`config.mk`:
```
export PLATFORM = sky130hd
export DESIGN_NAME = phys_free_list
export DESIGN_NICKNAME = d
export VERILOG_FILES = /design/src/rtl/phys_free_list.sv
export SDC_FILE = /design/constraint.sdc
export NUM_CORES = 1
export LEC_CHECK = 0
export BUFFER_PORTS_ARGS = -buffer_cell sky130_fd_sc_hd__buf_2
export CORE_ASPECT_RATIO = 1.75
export CORE_MARGIN = 2
export CORE_UTILIZATION = 59
export DETAILED_ROUTE_END_ITERATION = 10
export PLACE_DENSITY = 0.77
export SLEW_MARGIN = 0
export SYNTH_ARGS = -nofsm -noshare
export SYNTH_HDL_FRONTEND = slang
export SYNTH_SLANG_ARGS = --single-unit
```
`constraint.sdc`:
```
create_clock -name clk -period 4.9 [get_ports clk]
set_input_delay 0.245 -clock clk [delete_from_list [all_inputs] [get_ports clk]]
set_output_delay 0.245 -clock clk [all_outputs]
set_load 0.02 [all_outputs]
```
`src/rtl/phys_free_list.sv`:
```
`default_nettype none
// ============================================================================
//  Module   : phys_free_list
//  Brief    : Circular FIFO of unallocated physical register tags for the
//             rename stage. Hands out one tag per cycle at the head and takes
//             back superseded tags at the tail on retirement.
//  Revision : 1.0 - initial release
// ============================================================================
module phys_free_list #(
  parameter int PREG_WIDTH = 6,
  parameter int NUM_AREG   = 32,
  parameter int NUM_PREG   = 64,
  parameter int CNT_WIDTH  = 6
) (
  input  logic                  clk,
  input  logic                  rst,         // asynchronous, active-low
  input  logic                  alloc_req,
  output logic                  alloc_gnt,
  output logic [PREG_WIDTH-1:0] alloc_tag,
  output logic                  free_empty,
  input  logic                  rel_valid,
  input  logic [PREG_WIDTH-1:0] rel_tag,
  output logic [CNT_WIDTH-1:0]  free_count,
  output logic                  rel_err
);

  localparam int DEPTH = NUM_PREG - NUM_AREG;
  localparam int PTR_W = (DEPTH > 1) ? $clog2(DEPTH) : 1;

  logic [PREG_WIDTH-1:0] tags_q [DEPTH];
  logic [PREG_WIDTH-1:0] tags_d [DEPTH];
  logic [PTR_W-1:0]      head_q, head_d;
  logic [PTR_W-1:0]      tail_q, tail_d;
  logic [CNT_WIDTH-1:0]  count_q, count_d;
  logic                  rel_err_q, rel_err_d;

  logic w_empty;
  logic w_full;
  logic w_rel_live;
  logic w_rel_acc;
  logic w_rel_drop;

  // Status flags and handshake decode; a release into a full list still fits
  // when the head slot is vacated on the same edge.
  always_comb begin
    w_empty    = (count_q == '0);
    w_full     = (count_q == CNT_WIDTH'(DEPTH));
    alloc_gnt  = alloc_req & ~w_empty;
    w_rel_live = rel_valid & (rel_tag != '0);  // preg 0 is hardwired x0
    w_rel_acc  = w_rel_live & (~w_full | alloc_gnt);
    w_rel_drop = w_rel_live & w_full & ~alloc_gnt;
  end

  // Next-state: pointer advance, tail write, occupancy and sticky error.
  always_comb begin
    tags_d    = tags_q;
    head_d    = head_q;
    tail_d    = tail_q;
    count_d   = count_q;
    rel_err_d = rel_err_q;

    if (alloc_gnt) begin
      head_d = head_q + PTR_W'(1);
    end

    if (w_rel_acc) begin
      tags_d[tail_q] = rel_tag;
      tail_d         = tail_q + PTR_W'(1);
    end

    if (w_rel_drop) begin
      rel_err_d = 1'b1;
    end

    case ({w_rel_acc, alloc_gnt})
      2'b10:   count_d = count_q + CNT_WIDTH'(1);
      2'b01:   count_d = count_q - CNT_WIDTH'(1);
      default: count_d = count_q;
    endcase
  end

  // State registers; reset reloads the identity mapping's spare pregs.
  always_ff @(posedge clk or negedge rst) begin
    if (!rst) begin
      for (int i = 0; i < DEPTH; i++) begin
        tags_q[i] <= PREG_WIDTH'(NUM_AREG + i);
      end
      head_q    <= '0;
      tail_q    <= '0;
      count_q   <= CNT_WIDTH'(DEPTH);
      rel_err_q <= 1'b0;
    end else begin
      tags_q    <= tags_d;
      head_q    <= head_d;
      tail_q    <= tail_d;
      count_q   <= count_d;
      rel_err_q <= rel_err_d;
    end
  end

  // Outputs come straight from state; the tag is meaningless while empty.
  always_comb begin
    alloc_tag  = tags_q[head_q];
    free_empty = w_empty;
    free_count = count_q;
    rel_err    = rel_err_q;
  end

endmodule
`default_nettype wire

```
# [Word-level counts from Yosys, hierarchy flattened]
# Cells that the tools add are included.
[word_totals] regBits=209 inputBits=10
[op_classes] add_sub_neg=4 magnitude_cmp=3 n_eq_ne=3 mux=7 bitwise=11 reduce_logical=4
[ops] op="bitwise mux 192 bit" n=1
[ops] op="binary-select mux 6 bit (select 5 bit)" n=1
[ops] op="demux 6 bit (select 5 bit)" n=1
[ops] op="two-way mux 6 bit" n=3
[ops] op=">= comparator 6 bit, second input constant" n=2
[ops] op="NOT 5 -> 6 bit" n=2
[ops] op="case mux 6 bit (2 select lines)" n=1
[ops] op="adder 5 x 1 -> 5 bit, second input constant" n=2
[ops] op="adder 6 x 1 -> 6 bit, second input constant" n=1
[ops] op="equality test 6 bit, second input constant" n=1
[ops] op="logical NOT 6 bit" n=1
[ops] op="< comparator 6 x 1 -> 1 bit, second input constant" n=1
[ops] op="nonzero test 6 bit" n=1
[ops] op="subtractor 6 x 1 -> 6 bit, second input constant" n=1
[ops] op="bitwise AND 1 bit" n=5
[ops] op="NOT 1 bit" n=3
[ops] op="equality test 2 x 1 -> 1 bit, second input constant" n=1
[ops] op="equality test 2 bit, second input constant" n=1
[ops] op="nonzero test 2 bit" n=1
[ops] op="logical AND 1 bit" n=1
[ops] op="bitwise OR 1 bit" n=1

# [Longest topological paths before layout]
[logic_depth] ltp_word=7 depth_mapped=11

# [Least setup slack after synthesis]
# Ideal clock, no wire load.
[synth_path] path_type="register -> register" startpoint="register count_q[1], in the netlist free_count[1]" endpoint="register count_q[5], in the netlist free_count[5]" setup_time_ns=0.084 arrival_ns=3.617 t_required_ns=4.816 setup_slack_ns=1.199 path_stages_with_launch=12 synth_period_minus_slack_ns=3.701 cell_sequence="dfrtp_1 or4_4 or4b_1 buf_6 buf_6 nand3_2 ha_1 ha_1 a211o_1 nand3_1 or4b_2 xor2_1"
[synth_between] elab_chain_cells=7 word_cells_on_any_way=13
[synth_rtl] element="from (decl)" line="34" text="logic [CNT_WIDTH-1:0] count_q, count_d;"
[synth_rtl] element="from (signal assigned)" line="90" text="count_q <= CNT_WIDTH'(DEPTH);"
[synth_rtl] element="from (signal assigned)" line="96" text="count_q <= count_d;"
[synth_rtl] element="logical NOT 6 bit" line="46" text="w_empty = (count_q == '0);"
[synth_rtl] element="NOT 1 bit" line="48" text="alloc_gnt = alloc_req & ~w_empty;"
[synth_rtl] element="bitwise AND 1 bit" line="48"
[synth_rtl] element="bitwise OR 1 bit" line="50" text="w_rel_acc = w_rel_live & (~w_full | alloc_gnt);"
[synth_rtl] element="bitwise AND 1 bit" line="50"
[synth_rtl] element="equality test 2 x 1 -> 1 bit / equality test 2 bit (equally long branches)" line="75" text="case ({w_rel_acc, alloc_gnt})"
[synth_rtl] element="case mux 6 bit (2 select lines) / nonzero test 2 bit (equally long branches)"
# Several ways; a longest one is shown, not always the timed one.
# A chain may end at the register's enable or synchronous reset.

# [Worst setup path after layout]
[layout_path] startpoint="register head_q[0]" endpoint="output port alloc_tag[4]"
[layout_between] elab_chain_cells=4
[layout_rtl] element="from (decl)" line="32" text="logic [PTR_W-1:0] head_q, head_d;"
[layout_rtl] element="from (signal assigned)" line="88" text="head_q <= '0;"
[layout_rtl] element="from (signal assigned)" line="94" text="head_q <= head_d;"
[layout_rtl] element="NOT 5 -> 6 bit (not written as such)" line="103" text="alloc_tag = tags_q[head_q];"
[layout_rtl] element="binary-select mux 6 bit (select 5 bit)" line="103"
[layout_rtl] element="two-way mux 6 bit (not written as such) (2 in a row)" line="103"
[layout_rtl] element="to (decl)" line="19" text="output logic [PREG_WIDTH-1:0] alloc_tag,"
# No other way between the ends. The select of a mux whose other input is x is not followed.

==> run summary <==
The filler cell count came out at 1233. After global routing the overflow that remains totals 0. The worst hold path begins at rel_valid.

The count of final setup violators came out at 0. The total leakage power came out at about 4.7 nW. Setup repair after global routing left no endpoint under its margin.

The number of instances in the placed design came out at about 920. The clock sink count is approximately 210. The final critical path takes up between 70% and 80% of the cycle.

The clock tree from TritonCTS is built. The pin count of the biggest net entering global routing is around 120. The detailed-route DRC error count is 0. Measured along the y axis, the die boundary spans 180 um. For the pin with the worst max-slew slack, the measured transition is roughly 1.2 ns.

The worst setup path is captured at an output port. The sort of element at the start of the critical path is a register. The row count is 64. The most used flip-flop cell after synthesis is dfstp_2. The global placement routability congestion is ~0.87.

In this run, the clock network consumes 20.5% of the power. In this run, synthesis inferred 0 flip-flops with an integrated enable. For this configuration, the core starts out at a cell density of approximately 60%. The cell sitting at the root of the clock tree is a clkbuf_16. The arrival time at the worst endpoint is about 3.3 ns.

The length of the first detailed-routing pass in iterations is 4. The wire length of the first global-routing pass came out at about 36000 um. Each instance of the synthesized netlist takes up on average about 15 um^2.

The floorplan step defined a die boundary enclosing around 19000 um^2. In this run the tightest slew margin relative to its limit is a little under a quarter. The synthesized flop and latch total is 209. The initial antenna violation count is 0. The setup slack of the critical path after layout is around 1.4 ns. After the first detailed-routing iteration, the DRC count stood at roughly 370. The later pin in the worst-skew pair is clocked with a latency of 0.50 ns. The setup total negative slack is 0 ns. Combinational logic burns between 30 and 40% of the power.

The startpoint of the worst-slack reg-to-reg timing path is free_count[1]. The area of the placeable core came out at between 15000 and 20000 um^2. The count of boundary I/O pins is 25. In the synthesized netlist the async set-or-reset flop fraction comes to 100%. Leaving out fill and tap cells, the most frequent cell in the layout is mux2_2. The number of buffers added on ports came out at 24. The synthesized netlist devotes roughly 8.4% of its cell area to simple gates. The routed design has roughly 22000 um of wire. Of the total synthesized cell area, the portion taken by XOR and XNOR cells is ~1.1%. The net count reported at finish came out at 727. The data required time of the worst path is 4.66 ns. Across all layers, the routed design uses between 5000 and 6000 vias.

The final hold violation count was 0. Post-CTS repair changed the size of 0 cells. The final antenna-violating net count came out at 0. The top fanout value on the critical path is 33.

The half-perimeter wire length after detailed placement came out at between 10000 and 15000 um. Cells with a size suffix above 1 make up between 50% and 60% of the layout. Per report_power, the sequential group accounts for between 40 and 50% of the total. The critical path is of the reg -> out type. The adder and majority gate portion of the synthesized area came out at under 10%. The synthesis warning total came out at 0. The count of distinct cell types in the synthesized netlist came out at 46. Cells fill 64.8% of the core in the end.

The internal portion of the total power is 4.97 mW. The die boundary width came out at 104 um. The worst-case vdd ir drop came out at 428 uV. The overall power after layout came out at roughly 7.4 mW. Counting I/O delays and the setup requirement, the final critical path takes 3.55 ns. The critical path starts at head_q[0]. The sequential element share of the synthesized area came out at ~52%.

The pre-CTS setup slack came out at ~1.4 ns. The number of nets in the synthesized netlist is roughly 730. The via count of the first global-routing pass came out at between 6000 and 7000. Summed over all nets, the switching power comes to about 2.4 mW. The synthesized netlist devotes about 3.7% of its cell area to compound gates. For this run, the top clock speed supported by timing is ~280 MHz. The cell area that synthesis handed to floorplanning was approximately 10000 um^2. The number of instances in the synthesized netlist is 705.

Global routing used roughly 24% of the available tracks. The number of buffers added by the clock tree synthesis step is 19. The count of pins over their slew limit is 0. The multiplexer fraction of the synthesized cell area came out at about a third. The worst hold path belongs to the class in -> reg. Dividing the detail-routed wire length by the instance count gives 23.3 um.

The switching fraction of total power is approximately 33%. The area growth from synthesis to layout came out at 8.37%. The number of antenna diodes in the final layout is 0. The final cell count without fillers came out at 950. The clock arrives with ~0.017 ns of skew. Leaving out fill and tap cells, the most frequent cells in the layout are mux2_2, dfstp_2, dfrtp_1, nor2_1, mux4_2. The clock passes through at most 3 buffers. After synthesis, the largest family of logic cells by area is multiplexers. The number of max-cap violations came out at 0. After detailed routing, the number of vias per cell comes to 6.24. The total power divided by cell area is ~650 nW/um^2. The clock edge transition at the registers on the reported setup and hold paths is roughly 0.07 ns.

CTS built an H-tree with a depth of 1. The flow ran to the end, and the final reports show no timing, DRC or antenna violations.
-- power by group through the flow --
| stage | logic, mW | registers [mW] | clock network [mW] |
|---|---|---|---|
| 4_1_cts | 2.53 | 3.34 | 1.53 |
| 6_report | 2.51 | 3.35 | 1.51 |
| 5_1_grt | 2.69 | 3.45 | 1.61 |
| 3_3_place_gp | 2.43 | 3.29 | 0 |
| 3_5_place_dp | 2.51 | 3.37 | 0 |
| 2_1_floorplan | 2.09 | 3.02 | 0 |
-- metrics by stage --
stage	hold WS [ns]	area, um^2
2_1_floorplan	-0.0506	10400
3_3_place_gp	0.409	10600
3_5_place_dp	0.436	10600
4_1_cts	0.0793	11300
5_1_grt	0.115	11300
6_report	0.0892	11300
-- critical path, stage by stage (launching register included) --
cell and delay (ns):
dfrtp_4 0.85, buf_4 0.59, mux4_2 0.58, a22o_1 0.21
a211o_1 0.28, o311a_1 0.12, buf_2 0.17
-- kinds of logic after synthesis --
group,count (synthesis)
multiplexers,256
flip-flops,209
AND/OR/NAND/NOR,110
AO/OA/AOI/OAI,53
buffers and inverters,53
XOR/XNOR,13
adder cells (fa/ha/maj),11
-- synth_stat cells (2+ instances only) --
library cell    n  area (um^2)
mux2i_1        25          250
mux4_2         36          811
a22oi_1         5         37.5
o221ai_1        6         52.6
inv_1           3         11.3
and3_1          2         12.5
a211oi_1       12         90.1
nand3b_1        5         37.5
buf_8           2         30.0
ha_1           10          125
a21oi_1         8         40.0
dfstp_2       113         2970
nor2_1         36          135
nand3_4        25          438
or3b_2          3         26.3
mux2_2        180         2030
buf_6           2         22.5
a21o_1          2         15.0
clkbuf_1       36          135
nand2_1        12         45.0
mux2_1         15          169
a211o_1         2         17.5
or4b_2          2         20.0
dfrtp_1        96         2400
buf_2          10         50.1
a22o_1          6         52.6
o22ai_1         5         31.3
nand3_1        11         55.1
xor2_1          4         35.0
nor2b_1         2         12.5
nand4_1         4         25.0
o21ai_0         3         15.0
xnor2_1         9         78.8
-- layer usage --
layer / part of all wire (%) / wire, um / vias up / track usage (%)
met2: 54 / 11900 / 120 / 43.5
met5: 0 / 0 / - / 0
met1: 39 / 8590 / 3121 / 29.0
li1: - / - / 2639 / -
met3: 2.7 / 602 / 46 / 2.97
met4: 4.6 / 1010 / 0 / 11.8
-- path summary, 6_finish.rpt --
kind / to / slack, ns / depth (start not counted)
worst max-delay path: alloc_tag[4] / 1.35 / 6
min in group asynchronous: tags_q[130] / 0.41 / 2
worst min register to register: rel_err / 0.49 / 1
max in group asynchronous: tags_q[38] / 3.23 / 3
worst max register to register: free_count[5] / 1.38 / 9
worst min-delay path: rel_err / 0.09 / 3
-- sequential cells by signal, indices dropped and copies added (netlist names) --
register,cells
free_count,6
tags_q,192
rel_err,1
tail_q,5
head_q,5
-- area by class of cell --
| type | instances | area, um^2 | share of cell area [%] |
|---|---|---|---|
| sequential | 209 | 5380 | 47.7 |
| multi-input combinational | 443 | 4780 | 42.4 |
| clock buffer | 30 | 557 | 4.94 |
| tap | 231 | 289 | 2.57 |
| timing repair buffer | 30 | 176 | 1.57 |
| clock inverter | 4 | 73.8 | 0.655 |
| inverter | 3 | 11.3 | 0.100 |
-- what timing repair did --
item                                   in CTS  in global routing
endpoints found under the hold margin      61                  0
hold buffers                                1                  0
buffers inserted                            0                  0
No activity file was read; power rests on OpenSTA's default activity.
